[config.mk]
export PLATFORM = sky130hd
export DESIGN_NAME = fp_wb_arbiter_flat
export DESIGN_NICKNAME = d
export VERILOG_FILES = /design/src/rtl/fp_wb_arbiter_pkg.sv /design/src/rtl/fp_wb_arbiter_if.sv /design/src/rtl/fp_wb_arbiter_wb_rotate_select.sv /design/src/rtl/fp_wb_arbiter.sv /design/src/flat_wrapper.sv
export SDC_FILE = /design/constraint.sdc
export NUM_CORES = 1
export LEC_CHECK = 0
export BUFFER_PORTS_ARGS = -buffer_cell sky130_fd_sc_hd__buf_2
export CORE_AREA = 10 10 200 202
export DETAILED_ROUTE_END_ITERATION = 7
export DIE_AREA = 0 0 210 212
export SYNTH_ARGS = -nofsm -noshare
export SYNTH_HDL_FRONTEND = slang
export SYNTH_SLANG_ARGS = --single-unit
[constraint.sdc]
create_clock -name clk -period 3.3 [get_ports clk]
set_input_delay 0.495 -clock clk [delete_from_list [all_inputs] [get_ports clk]]
set_output_delay 0.495 -clock clk [all_outputs]
set_load 0.05 [all_outputs]
[src/rtl/fp_wb_arbiter_pkg.sv]
// Shared types and helpers for the FP writeback arbiter.
// Optional round-robin selection is enabled with FP_WB_ARB_RR_EN.
package fp_wb_arbiter_pkg;

  localparam int NUM_FP_WB_SRC  = 4;
  localparam int NUM_FP_WB_PORT = 2;
  localparam int FP_XLEN        = 64;
  localparam int FP_ROB_WIDTH   = 6;
  localparam int FP_PREG_WIDTH  = 7;
  localparam int FP_FLAG_WIDTH  = 5;
  localparam int FP_WB_SRC_IW   = $clog2(NUM_FP_WB_SRC);

  typedef struct packed {
    logic                     en;
    logic [FP_ROB_WIDTH-1:0]  robIdx;
    logic [FP_XLEN-1:0]       res;
    logic [FP_PREG_WIDTH-1:0] rd;
    logic                     we;
    logic [FP_FLAG_WIDTH-1:0] exccode;
  } fp_wb_entry_t;

  // 1 when a is strictly younger than b; MSB is the ROB wrap bit.
  function automatic logic loop_compare(input logic [FP_ROB_WIDTH-1:0] a,
                                        input logic [FP_ROB_WIDTH-1:0] b);
    logic same_wrap;
    same_wrap = (a[FP_ROB_WIDTH-1] == b[FP_ROB_WIDTH-1]);
    if (same_wrap) begin
      return (a[FP_ROB_WIDTH-2:0] > b[FP_ROB_WIDTH-2:0]);
    end else begin
      return (a[FP_ROB_WIDTH-2:0] < b[FP_ROB_WIDTH-2:0]);
    end
  endfunction

  function automatic logic [FP_WB_SRC_IW-1:0] onehot_to_idx(input logic [NUM_FP_WB_SRC-1:0] v);
    logic [FP_WB_SRC_IW-1:0] idx;
    idx = '0;
    for (int i = 0; i < NUM_FP_WB_SRC; i++) begin
      if (v[i]) begin
        idx = idx | FP_WB_SRC_IW'(i);
      end else begin
        idx = idx;
      end
    end
    return idx;
  endfunction

endpackage

[src/rtl/fp_wb_arbiter_if.sv]
// Writeback bus between FP execute slots and the arbiter, plus the arbiter's
// regfile/ROB/wakeup outputs. slave = arbiter view, master = producer view.
interface fp_wb_arbiter_if;
  import fp_wb_arbiter_pkg::*;

  logic [NUM_FP_WB_SRC-1:0]                src_en;
  logic [NUM_FP_WB_SRC*FP_ROB_WIDTH-1:0]   src_robIdx;
  logic [NUM_FP_WB_SRC*FP_XLEN-1:0]        src_res;
  logic [NUM_FP_WB_SRC*FP_PREG_WIDTH-1:0]  src_rd;
  logic [NUM_FP_WB_SRC-1:0]                src_we;
  logic [NUM_FP_WB_SRC*FP_FLAG_WIDTH-1:0]  src_exccode;
  logic [NUM_FP_WB_SRC-1:0]                src_valid;
  logic                                    redirect;
  logic [FP_ROB_WIDTH-1:0]                 redirectIdx;
  logic [NUM_FP_WB_PORT-1:0]               wb_en;
  logic [NUM_FP_WB_PORT*FP_ROB_WIDTH-1:0]  wb_robIdx;
  logic [NUM_FP_WB_PORT*FP_XLEN-1:0]       wb_res;
  logic [NUM_FP_WB_PORT*FP_PREG_WIDTH-1:0] wb_rd;
  logic [NUM_FP_WB_PORT-1:0]               wb_we;
  logic [NUM_FP_WB_PORT*FP_FLAG_WIDTH-1:0] wb_exccode;
  logic [NUM_FP_WB_PORT-1:0]               wakeup_en;
  logic [NUM_FP_WB_PORT*FP_PREG_WIDTH-1:0] wakeup_rd;

  modport slave (
    input  src_en, src_robIdx, src_res, src_rd, src_we, src_exccode,
    input  redirect, redirectIdx,
    output src_valid,
    output wb_en, wb_robIdx, wb_res, wb_rd, wb_we, wb_exccode,
    output wakeup_en, wakeup_rd
  );

  modport master (
    output src_en, src_robIdx, src_res, src_rd, src_we, src_exccode,
    output redirect, redirectIdx,
    input  src_valid,
    input  wb_en, wb_robIdx, wb_res, wb_rd, wb_we, wb_exccode,
    input  wakeup_en, wakeup_rd
  );
endinterface

[src/rtl/fp_wb_arbiter_wb_rotate_select.sv]
// Picks the first K set bits of req scanning upward from start (wrapping);
// grant k goes to port k in scan order.
module wb_rotate_select #(
  parameter int N  = 4,
  parameter int K  = 2,
  parameter int IW = $clog2(N)
) (
  input  logic [N-1:0]        req,
  input  logic [IW-1:0]       start,
  output logic [N-1:0]        grant,
  output logic [K-1:0][N-1:0] sel,
  output logic [K-1:0]        port_vld
);

  logic [IW:0] pos;
  logic        taken;

  // rotated scan, each hit fills the lowest free port
  always_comb begin
    grant    = '0;
    sel      = '0;
    port_vld = '0;
    pos      = '0;
    taken    = 1'b0;
    for (int off = 0; off < N; off++) begin
      pos = {1'b0, start} + (IW+1)'(off);
      if (pos >= (IW+1)'(N)) begin
        pos = pos - (IW+1)'(N);
      end else begin
        pos = pos;
      end
      taken = 1'b0;
      for (int k = 0; k < K; k++) begin
        if (req[pos[IW-1:0]] && !taken && !port_vld[k]) begin
          port_vld[k]            = 1'b1;
          sel[k][pos[IW-1:0]]    = 1'b1;
          grant[pos[IW-1:0]]     = 1'b1;
          taken                  = 1'b1;
        end else begin
          taken = taken;
        end
      end
    end
  end

endmodule

[src/rtl/fp_wb_arbiter.sv]
// FP writeback arbiter: grants up to NUM_PORT of NUM_SRC slots per cycle and
// registers them onto the writeback/wakeup ports. FP_WB_ARB_RR_EN selects round-robin.
module fp_wb_arbiter
  import fp_wb_arbiter_pkg::*;
#(
  parameter int NUM_SRC    = NUM_FP_WB_SRC,
  parameter int NUM_PORT   = NUM_FP_WB_PORT,
  parameter int XLEN       = FP_XLEN,
  parameter int ROB_WIDTH  = FP_ROB_WIDTH,
  parameter int PREG_WIDTH = FP_PREG_WIDTH,
  parameter int FLAG_WIDTH = FP_FLAG_WIDTH
) (
  input  logic           clk,
  input  logic           rst,
  fp_wb_arbiter_if.slave bus
);

  localparam int SIW = $clog2(NUM_SRC);

  fp_wb_entry_t                     src_s [NUM_SRC];
  fp_wb_entry_t                     nxt_s [NUM_PORT];
  fp_wb_entry_t                     wb_r  [NUM_PORT];
  logic [NUM_SRC-1:0]               kill_s;
  logic [NUM_SRC-1:0]               cand_s;
  logic [NUM_SRC-1:0]               grant_s;
  logic [NUM_PORT-1:0][NUM_SRC-1:0] sel_s;
  logic [NUM_PORT-1:0]              port_vld_s;
  logic [NUM_PORT-1:0]              wb_en_s;
  logic [SIW-1:0]                   start_s;

  // unpack producer slots and squash those younger than a redirect
  always_comb begin
    kill_s = '0;
    for (int i = 0; i < NUM_SRC; i++) begin
      src_s[i].en      = bus.src_en[i];
      src_s[i].robIdx  = bus.src_robIdx[i*ROB_WIDTH +: ROB_WIDTH];
      src_s[i].res     = bus.src_res[i*XLEN +: XLEN];
      src_s[i].rd      = bus.src_rd[i*PREG_WIDTH +: PREG_WIDTH];
      src_s[i].we      = bus.src_we[i];
      src_s[i].exccode = bus.src_exccode[i*FLAG_WIDTH +: FLAG_WIDTH];
      kill_s[i]        = bus.redirect & loop_compare(src_s[i].robIdx, bus.redirectIdx);
    end
  end

  assign cand_s        = bus.src_en & ~kill_s;
  assign bus.src_valid = grant_s;

`ifdef FP_WB_ARB_RR_EN
  logic [SIW-1:0] rr_ptr_r;
  logic [SIW-1:0] last_s;
  logic [SIW-1:0] rr_nxt_s;

  // slot index of the highest used port is the last one granted in scan order
  always_comb begin
    last_s = '0;
    for (int k = 0; k < NUM_PORT; k++) begin
      if (port_vld_s[k]) begin
        last_s = onehot_to_idx(sel_s[k]);
      end else begin
        last_s = last_s;
      end
    end
    if (last_s == SIW'(NUM_SRC-1)) begin
      rr_nxt_s = '0;
    end else begin
      rr_nxt_s = last_s + SIW'(1);
    end
  end

  // round-robin start pointer, holds when nothing is granted
  always_ff @(posedge clk or negedge rst) begin
    if (!rst) begin
      rr_ptr_r <= '0;
    end else if (|grant_s) begin
      rr_ptr_r <= rr_nxt_s;
    end
  end

  assign start_s = rr_ptr_r;
`else
  assign start_s = '0;
`endif

  wb_rotate_select #(
    .N (NUM_SRC),
    .K (NUM_PORT)
  ) u_sel (
    .req      (cand_s),
    .start    (start_s),
    .grant    (grant_s),
    .sel      (sel_s),
    .port_vld (port_vld_s)
  );

  // route each granted slot onto its port
  always_comb begin
    for (int k = 0; k < NUM_PORT; k++) begin
      nxt_s[k] = '0;
      for (int i = 0; i < NUM_SRC; i++) begin
        if (sel_s[k][i]) begin
          nxt_s[k] = src_s[i];
        end else begin
          nxt_s[k] = nxt_s[k];
        end
      end
      nxt_s[k].en = port_vld_s[k];
    end
  end

  // writeback stage register
  always_ff @(posedge clk or negedge rst) begin
    if (!rst) begin
      for (int k = 0; k < NUM_PORT; k++) begin
        wb_r[k] <= '0;
      end
    end else begin
      for (int k = 0; k < NUM_PORT; k++) begin
        wb_r[k] <= nxt_s[k];
      end
    end
  end

  // a redirect in the writeback cycle still masks younger registered results
  for (genvar k = 0; k < NUM_PORT; k++) begin : g_port
    assign wb_en_s[k]       = wb_r[k].en & ~(bus.redirect & loop_compare(wb_r[k].robIdx, bus.redirectIdx));
    assign bus.wb_en[k]     = wb_en_s[k];
    assign bus.wb_we[k]     = wb_en_s[k] & wb_r[k].we;
    assign bus.wakeup_en[k] = wb_en_s[k] & wb_r[k].we;
    assign bus.wb_robIdx[k*ROB_WIDTH +: ROB_WIDTH]    = wb_r[k].robIdx;
    assign bus.wb_res[k*XLEN +: XLEN]                 = wb_r[k].res;
    assign bus.wb_rd[k*PREG_WIDTH +: PREG_WIDTH]      = wb_r[k].rd;
    assign bus.wakeup_rd[k*PREG_WIDTH +: PREG_WIDTH]  = wb_r[k].rd;
    assign bus.wb_exccode[k*FLAG_WIDTH +: FLAG_WIDTH] = wb_r[k].exccode;
  end

endmodule

[src/flat_wrapper.sv]
// flat-port wrapper written by rule: the top's interface ports become plain ports
module fp_wb_arbiter_flat import fp_wb_arbiter_pkg::*;
#(
  parameter int NUM_SRC    = NUM_FP_WB_SRC,
  parameter int NUM_PORT   = NUM_FP_WB_PORT,
  parameter int XLEN       = FP_XLEN,
  parameter int ROB_WIDTH  = FP_ROB_WIDTH,
  parameter int PREG_WIDTH = FP_PREG_WIDTH,
  parameter int FLAG_WIDTH = FP_FLAG_WIDTH
)
  (clk, rst, bus_src_en, bus_src_robIdx, bus_src_res, bus_src_rd, bus_src_we, bus_src_exccode, bus_redirect, bus_redirectIdx, bus_src_valid, bus_wb_en, bus_wb_robIdx, bus_wb_res, bus_wb_rd, bus_wb_we, bus_wb_exccode, bus_wakeup_en, bus_wakeup_rd);
  fp_wb_arbiter_if bus_i ();
  input  logic clk;
  input  logic rst;
  input wire logic [$bits(bus_i.src_en)-1:0] bus_src_en;
  input wire logic [$bits(bus_i.src_robIdx)-1:0] bus_src_robIdx;
  input wire logic [$bits(bus_i.src_res)-1:0] bus_src_res;
  input wire logic [$bits(bus_i.src_rd)-1:0] bus_src_rd;
  input wire logic [$bits(bus_i.src_we)-1:0] bus_src_we;
  input wire logic [$bits(bus_i.src_exccode)-1:0] bus_src_exccode;
  input wire logic [$bits(bus_i.redirect)-1:0] bus_redirect;
  input wire logic [$bits(bus_i.redirectIdx)-1:0] bus_redirectIdx;
  output wire logic [$bits(bus_i.src_valid)-1:0] bus_src_valid;
  output wire logic [$bits(bus_i.wb_en)-1:0] bus_wb_en;
  output wire logic [$bits(bus_i.wb_robIdx)-1:0] bus_wb_robIdx;
  output wire logic [$bits(bus_i.wb_res)-1:0] bus_wb_res;
  output wire logic [$bits(bus_i.wb_rd)-1:0] bus_wb_rd;
  output wire logic [$bits(bus_i.wb_we)-1:0] bus_wb_we;
  output wire logic [$bits(bus_i.wb_exccode)-1:0] bus_wb_exccode;
  output wire logic [$bits(bus_i.wakeup_en)-1:0] bus_wakeup_en;
  output wire logic [$bits(bus_i.wakeup_rd)-1:0] bus_wakeup_rd;
  assign bus_i.src_en = bus_src_en;
  assign bus_i.src_robIdx = bus_src_robIdx;
  assign bus_i.src_res = bus_src_res;
  assign bus_i.src_rd = bus_src_rd;
  assign bus_i.src_we = bus_src_we;
  assign bus_i.src_exccode = bus_src_exccode;
  assign bus_i.redirect = bus_redirect;
  assign bus_i.redirectIdx = bus_redirectIdx;
  assign bus_src_valid = bus_i.src_valid;
  assign bus_wb_en = bus_i.wb_en;
  assign bus_wb_robIdx = bus_i.wb_robIdx;
  assign bus_wb_res = bus_i.wb_res;
  assign bus_wb_rd = bus_i.wb_rd;
  assign bus_wb_we = bus_i.wb_we;
  assign bus_wb_exccode = bus_i.wb_exccode;
  assign bus_wakeup_en = bus_i.wakeup_en;
  assign bus_wakeup_rd = bus_i.wakeup_rd;
  fp_wb_arbiter #(.NUM_SRC(NUM_SRC), .NUM_PORT(NUM_PORT), .XLEN(XLEN), .ROB_WIDTH(ROB_WIDTH), .PREG_WIDTH(PREG_WIDTH), .FLAG_WIDTH(FLAG_WIDTH)) u_core (.clk(clk), .rst(rst), .bus(bus_i));
endmodule
==> reports/qor.txt, run 1 <==
Critical Path Max Stage Delay: 390 ps
worst vdd ir: 0.3750 mV
Crit path required time: 2800 ps
Initial Utilization: 28.22%
drt drc: 0
fin util: 36.18%
Iteration-0 DRC Markers: 956
standard-cell row count: 70
worst-case clock buffer depth: 2
Leak: 6.314 nW
most frequent CP cell: buf_2
hold buffers post-CTS: 0
top cells by area, synth: dfrtp_1 (41%), buf_4 (13%), a221oi_1 (7.1%)
cell taking the most area after synthesis: dfrtp_1
async set-reset flop share out of synthesis: 100.0%
CTS tree: built
Congestion Overflow GR: 0
Clock transition at path regs: 70 ps
Post-synth top flop: dfrtp_1
first-pass GRT wire length: 67.32 mm
Setup TNS Final: 0 ps
Synth Register Bits: 168
die height: 212 µm
largest fanout on the critical path: 6
CP Capture Type: primary output
Die Width: 210 µm
Cell variety after synth: 44
top cells by count, synth: buf_4 (180), nand2_1 (176), dfrtp_1 (168)
Syn-to-layout area delta: 28.20%
via count: 10520
critical path, cell by cell: buf_2 > inv_1 > ha_1 > nand4_1 > o221ai_1 > mux2_2 > o21ai_4 > clkinv_2 > a21oi_1 > o21a_2 > buf_2
status: finished clean
pwr dens: 638.3 mW/mm²
largest net degree at the start of global routing: 85
slowest CP cell: mux2_2
post-route insts no fill: 1972
Post-synth EDFFs: 0
top-area cell type share of the netlist area: 41.28%
final WL: 46.04 mm
placed insts: 1933
layout cells sized above 1: 41.82%
GP Congestion: 0.9073
Synth Net Count: 1533
Final min period: 3164 ps
endpoints failing setup: 0
CP Launch Type: input port
critical path type: input port to primary output
vias in the first global route: 10570
first-pass detailed-route iteration total: 5
syn avg cell area: 8.794 µm²
Die ar.: 0.04452 mm²
post-synthesis cell count: 1158
IO Port Bufs: 532
max-cap viol count: 0
I/O pins: 533
Num CTS Buffers: 17
CTS Root Cell: clkbuf_16
RSZ-0062 raised after global routing: yes
Clock Sinks: 168
final cycle utilization of the critical path: 95.88%
layout net count: 1859
Slew @ Worst Pin: 786.3 ps
GRT Total Usage: 19.56%
Avg WL per Cell: 23.34 µm
yosys warns: 0
CTS H-tree depth: 4
min-delay worst type: input port to async pin
Worst slew margin: 47.58%
Seq/Total Area, Yosys: 41.28%
mapped cell area: 0.01018 mm²
Antenna Nets Post-Route: 0
HPWL Detailed: 34.68 mm
antenna violations before repair: 7
CP Data Arrival Time: 2670 ps
CORE AREA: 0.03608 mm²
Max Slew Vio Count: 0
Max Clock Freq: 0.3161 GHz
Via density: 5.334
final hold violation count: 0
top-count cell post-synth: buf_4
kinds of logic after synthesis:
logic type,after synthesis,share of synthesized area (%)
muxes,4,0.4423
xor gates and xnor gates,7,0.6021
AOI/OAI and AO/OA,373,25.13
adders and majority gates,30,3.686
DFF,168,41.28
and+or+nand+nor,285,11.08
buffers and inverters,291,17.78
worst max-delay path, delay by kind of cell:
kind	cells	cell delay (ps)
muxes	1	390
adders and majority gates	1	320
buffers and inverters	4	600
and+or+nand+nor	1	100
AOI/OAI and AO/OA	4	750
report_power, final:
group          internal (mW)  total, mW  switching, mW  leakage (nW)
clock network           1.40       2.38          0.973         0.327
registers               2.38       2.49          0.112          2.08
logic                  0.897       3.47           2.57          3.91
total                   4.68       8.33           3.65          6.31
sequential cells by signal (all words and copies together), names as in the netlist:
name,flops
u_core.bus.wb_exccode,10
u_core.bus.wakeup_rd,14
u_core.wb_r,4
u_core.bus.wb_robIdx,12
u_core.bus.wb_res,128
final cells by class:
type / count / area, µm²
fill: 3734 / 23030
multi-input combinational: 699 / 4249
sequential: 168 / 4204
tap: 468 / 585.6
clock inverter: 12 / 214.0
clock buffer: 20 / 456.7
inverter: 18 / 68.82
timing repair buffer: 580 / 3259
antenna: 7 / 17.52
routing by layer:
| metal | part of all wire, % | global-route usage (%) |
|---|---|---|
| met5 | 0.028 | 0 |
| met4 | 3.9 | 9.501 |
| met3 | 10 | 6.192 |
| met2 | 48 | 31.40 |
| met1 | 38 | 23.31 |
timing repair:
| action | 4_1_cts | 5_1_grt |
|---|---|---|
| hold endpoints to repair | 0 | 0 |
| setup buffers | 0 | 0 |
| endpoints found under the setup margin | 0 | 4 |
| gates resized for setup | 0 | 2 |
per-stage QoR:
| stage | setup WS, ps | area [µm²] | power, mW | hold WS, ps |
|---|---|---|---|---|
| floorplan | 18.45 | 10190 | 5.229 | 199.4 |
| global placement | 101.6 | 12360 | 5.963 | 604.8 |
| detailed placement | 14.42 | 12360 | 5.988 | 606.8 |
| CTS | 58.88 | 13030 | 8.366 | 108.8 |
| global route | -17.49 | 13050 | 8.661 | 129.3 |
| finish | 136.1 | 13060 | 8.333 | 96.86 |
layout by cell type, fill, tap and decap left out, drive strengths merged, types with 6 or more instances in the layout:
cell type | Yosys | layout
clkbuf | 50 | 22
buf | 223 | 578
nor2b | 6 | 6
nand2 | 176 | 176
diode | 0 | 7
a21oi | 94 | 94
o21ai | 93 | 93
xnor2 | 7 | 7
dfrtp | 168 | 168
ha | 30 | 30
inv | 18 | 20
nor2 | 86 | 86
nand3 | 6 | 6
a32oi | 82 | 82
a221oi | 82 | 82
final timing paths:
path,from,to,slack [ps],cells after the start
worst max-delay path,bus_redirectIdx[3],bus_src_valid[3],140,11
worst min-delay path,rst,u_core.bus.wb_res[63]$_DFF_PN0_,100,1
max in group asynchronous,rst,u_core.bus.wb_res[46]$_DFF_PN0_,2450,2
min in group clk,bus_src_res[79],u_core.bus.wb_res[79]$_DFF_PN0_,280,3
No activity file was read; power rests on OpenSTA's default activity.
==> run 2, diff against run 1 <==
BUFFER_PORTS_ARGS = unset   (was -buffer_cell sky130_fd_sc_hd__buf_2)
CORE_AREA = 10 10 201 203   (was 10 10 200 202)
DIE_AREA = 0 0 211 213   (was 0 0 210 212)
DONT_BUFFER_PORTS = 1   (was unset)
TNS_END_PERCENT = 5   (was unset)
clock period = 3.6 ns   (was 3.3 ns; I/O delays follow)
==> run 2 against run 1 <==
Compared with the run above:
- worst hold slack lost 290 ps
- via count shrank 20%
- the flow now finishes with violations (hold timing)
- sequential cell count is the same
- combinational power shrank 65%
- non-clock buffer count shrank 554
- power shrank 21%
- design area shrank 23%
- setup slack gained 130 ps
- clock power shrank 24%
- critical path type is now register to primary output
- sequential power grew 43%
- die area grew 0.95%
==> reports/qor.txt, run 2 (synthesized netlist as in run 1, its figures left out) <==
status: finished with violations
failing checks: hold timing
HPWL Detailed: 30.18 mm
placed insts: 1379
Max Clock Freq: 0.3001 GHz
max-cap viol count: 0
Clk pwr share: 27.4%
Iteration-0 DRC Markers: 1023
antenna violations before repair: 0
P_sw: 3.005 mW
Syn-to-layout area delta: -1.818%
Worst slew margin: 36.77%
Avg WL per Cell: 28.94 µm
Pint: 3.559 mW
Die Width: 211 µm
Post-CTS Setup Inserts: 0
sw frac: 45.79%
CTS H-tree depth: 4
Comb power frac: 18.6%
Min Hold Slack: -194.2 ps
Die ar.: 0.04494 mm²
standard-cell row count: 70
Antenna Nets Post-Route: 0
IO Port Bufs: 0
CORE AREA: 0.03626 mm²
final setup margin: 267.9 ps
vias in the first global route: 8176
CTS Root Cell: clkbuf_16
Final min period: 3332 ps
CP Data Arrival Time: 2790 ps
dpl ws: 364.5 ps
post-route insts no fill: 1409
worst-case clock buffer depth: 2
Initial Utilization: 28.08%
layout cells sized above 1: 7.333%
via count: 8375
Max Slew Vio Count: 0
worst vdd ir: 0.3152 mV
CP Capture Type: primary output
first-pass detailed-route iteration total: 6
CTS tree: built
Filler cells: 3827
Placed Area: 0.009445 mm²
Crit path required time: 3060 ps
Sequential Power Share: 54.1%
final cycle utilization of the critical path: 92.56%
Multi-input gate area: 0.004253 mm²
I/O pins: 533
Largest register FFs: 128
commonest non-fill, non-tap cells in the layout: nand2_1 (176), dfrtp_1 (167), a21oi_1 (93)
most common cell after layout, fill and taps aside: nand2_1
GP Congestion: 0.8920
first-pass GRT wire length: 58.33 mm
final hold violation count: 168
Slew @ Worst Pin: 949.1 ps
Seq. cell area: 0.004205 mm²
Clock Sinks: 168
CP Launch Type: register
critical path type: register to primary output
Congestion Overflow GR: 0
Num CTS Buffers: 17
largest net degree at the start of global routing: 169
Leak: 3.926 nW
fin util: 27.57%
GRT Total Usage: 17.12%
pwr dens: 656.5 mW/mm²
RSZ-0062 raised after global routing: no
Via density: 5.944
die height: 213 µm
Setup TNS Final: 0 ps
drt drc: 0
endpoints failing setup: 0
Antenna diodes: 0
min-delay worst type: input port to async pin
Clock transition at path regs: 60 ps
layout net count: 1305
fin area: 0.009998 mm²
final WL: 40.78 mm
largest fanout on the critical path: 2
run 2: cell types whose count changed in the layout (fill, tap and decap cells not counted), sizes merged:
cell      before  now
diode          7    0
bufinv         5    1
buf          578   26
clkinvlp       0    2
clkbuf        22   20
run 2: worst max-delay path by stage:
| stage | startpoint | end | slack (ps) | cells after the start |
|---|---|---|---|---|
| final | u_core.bus.wb_robIdx[7]$_DFF_PN0_ | bus_wb_we[1] | 270 | 9 |
| after global routing | u_core.bus.wb_robIdx[7]$_DFF_PN0_ | bus_wb_we[1] | 90 | 9 |
| after CTS | u_core.bus.wb_robIdx[7]$_DFF_PN0_ | bus_wb_we[1] | 70 | 9 |
| after detailed placement | bus_redirectIdx[3] | u_core.bus.wb_res[94]$_DFF_PN0_ | 360 | 10 |
| after global placement | bus_redirectIdx[2] | u_core.bus.wb_res[93]$_DFF_PN0_ | 460 | 11 |
| after floorplan | bus_redirectIdx[3] | bus_src_valid[2] | -20 | 10 |
run 2: worst max-delay path: stages, from the launching register on:
cell      delay, ps
dfrtp_2         520
ha_1            340
nor2b_1         130
o21a_1          160
o21ai_0         140
nand2b_1         70
a21oi_1         180
mux2i_1         450
a211oi_4        110
buf_4           250
run 2: metal layers:
metal	vias to the layer above	part of all wire, %	track usage (%)
li1	3515	-	-
met1	4173	36	19.89
met2	629	50	28.65
met3	58	12	6.540
met4	0	2.0	5.170
met5	-	0	0
run 2: final cells by class:
class,count,area share [%]
Multi-Input combinational cell,699,42.54
Sequential cell,168,42.06
Tap cell,468,5.857
Clock buffer,20,4.568
Timing Repair Buffer,26,3.329
Clock inverter,10,0.9511
Inverter,18,0.7008
run 2: timing repair:
| action | in CTS | in global routing |
|---|---|---|
| gates resized for setup | 0 | 1 |
| endpoints found under the setup margin | 0 | 3 |
| hold endpoints to repair | 168 | 168 |
run 2: power by group through the flow:
stage	sequential (mW)	combinational [mW]	clock [mW]
floorplan	2.29	2.50	0
global placement	3.61	1.17	0
detailed placement	3.60	1.20	0
CTS	3.56	1.20	1.85
global route	3.58	1.32	1.93
finish	3.55	1.22	1.80
run 2: metrics by stage:
stage | hold WS [ps] | power [mW]
2_1_floorplan | 244.4 | 4.792
3_3_place_gp | 249.9 | 4.777
3_5_place_dp | 250.6 | 4.801
4_1_cts | -241.3 | 6.616
5_1_grt | -236.2 | 6.824
6_report | -194.2 | 6.564
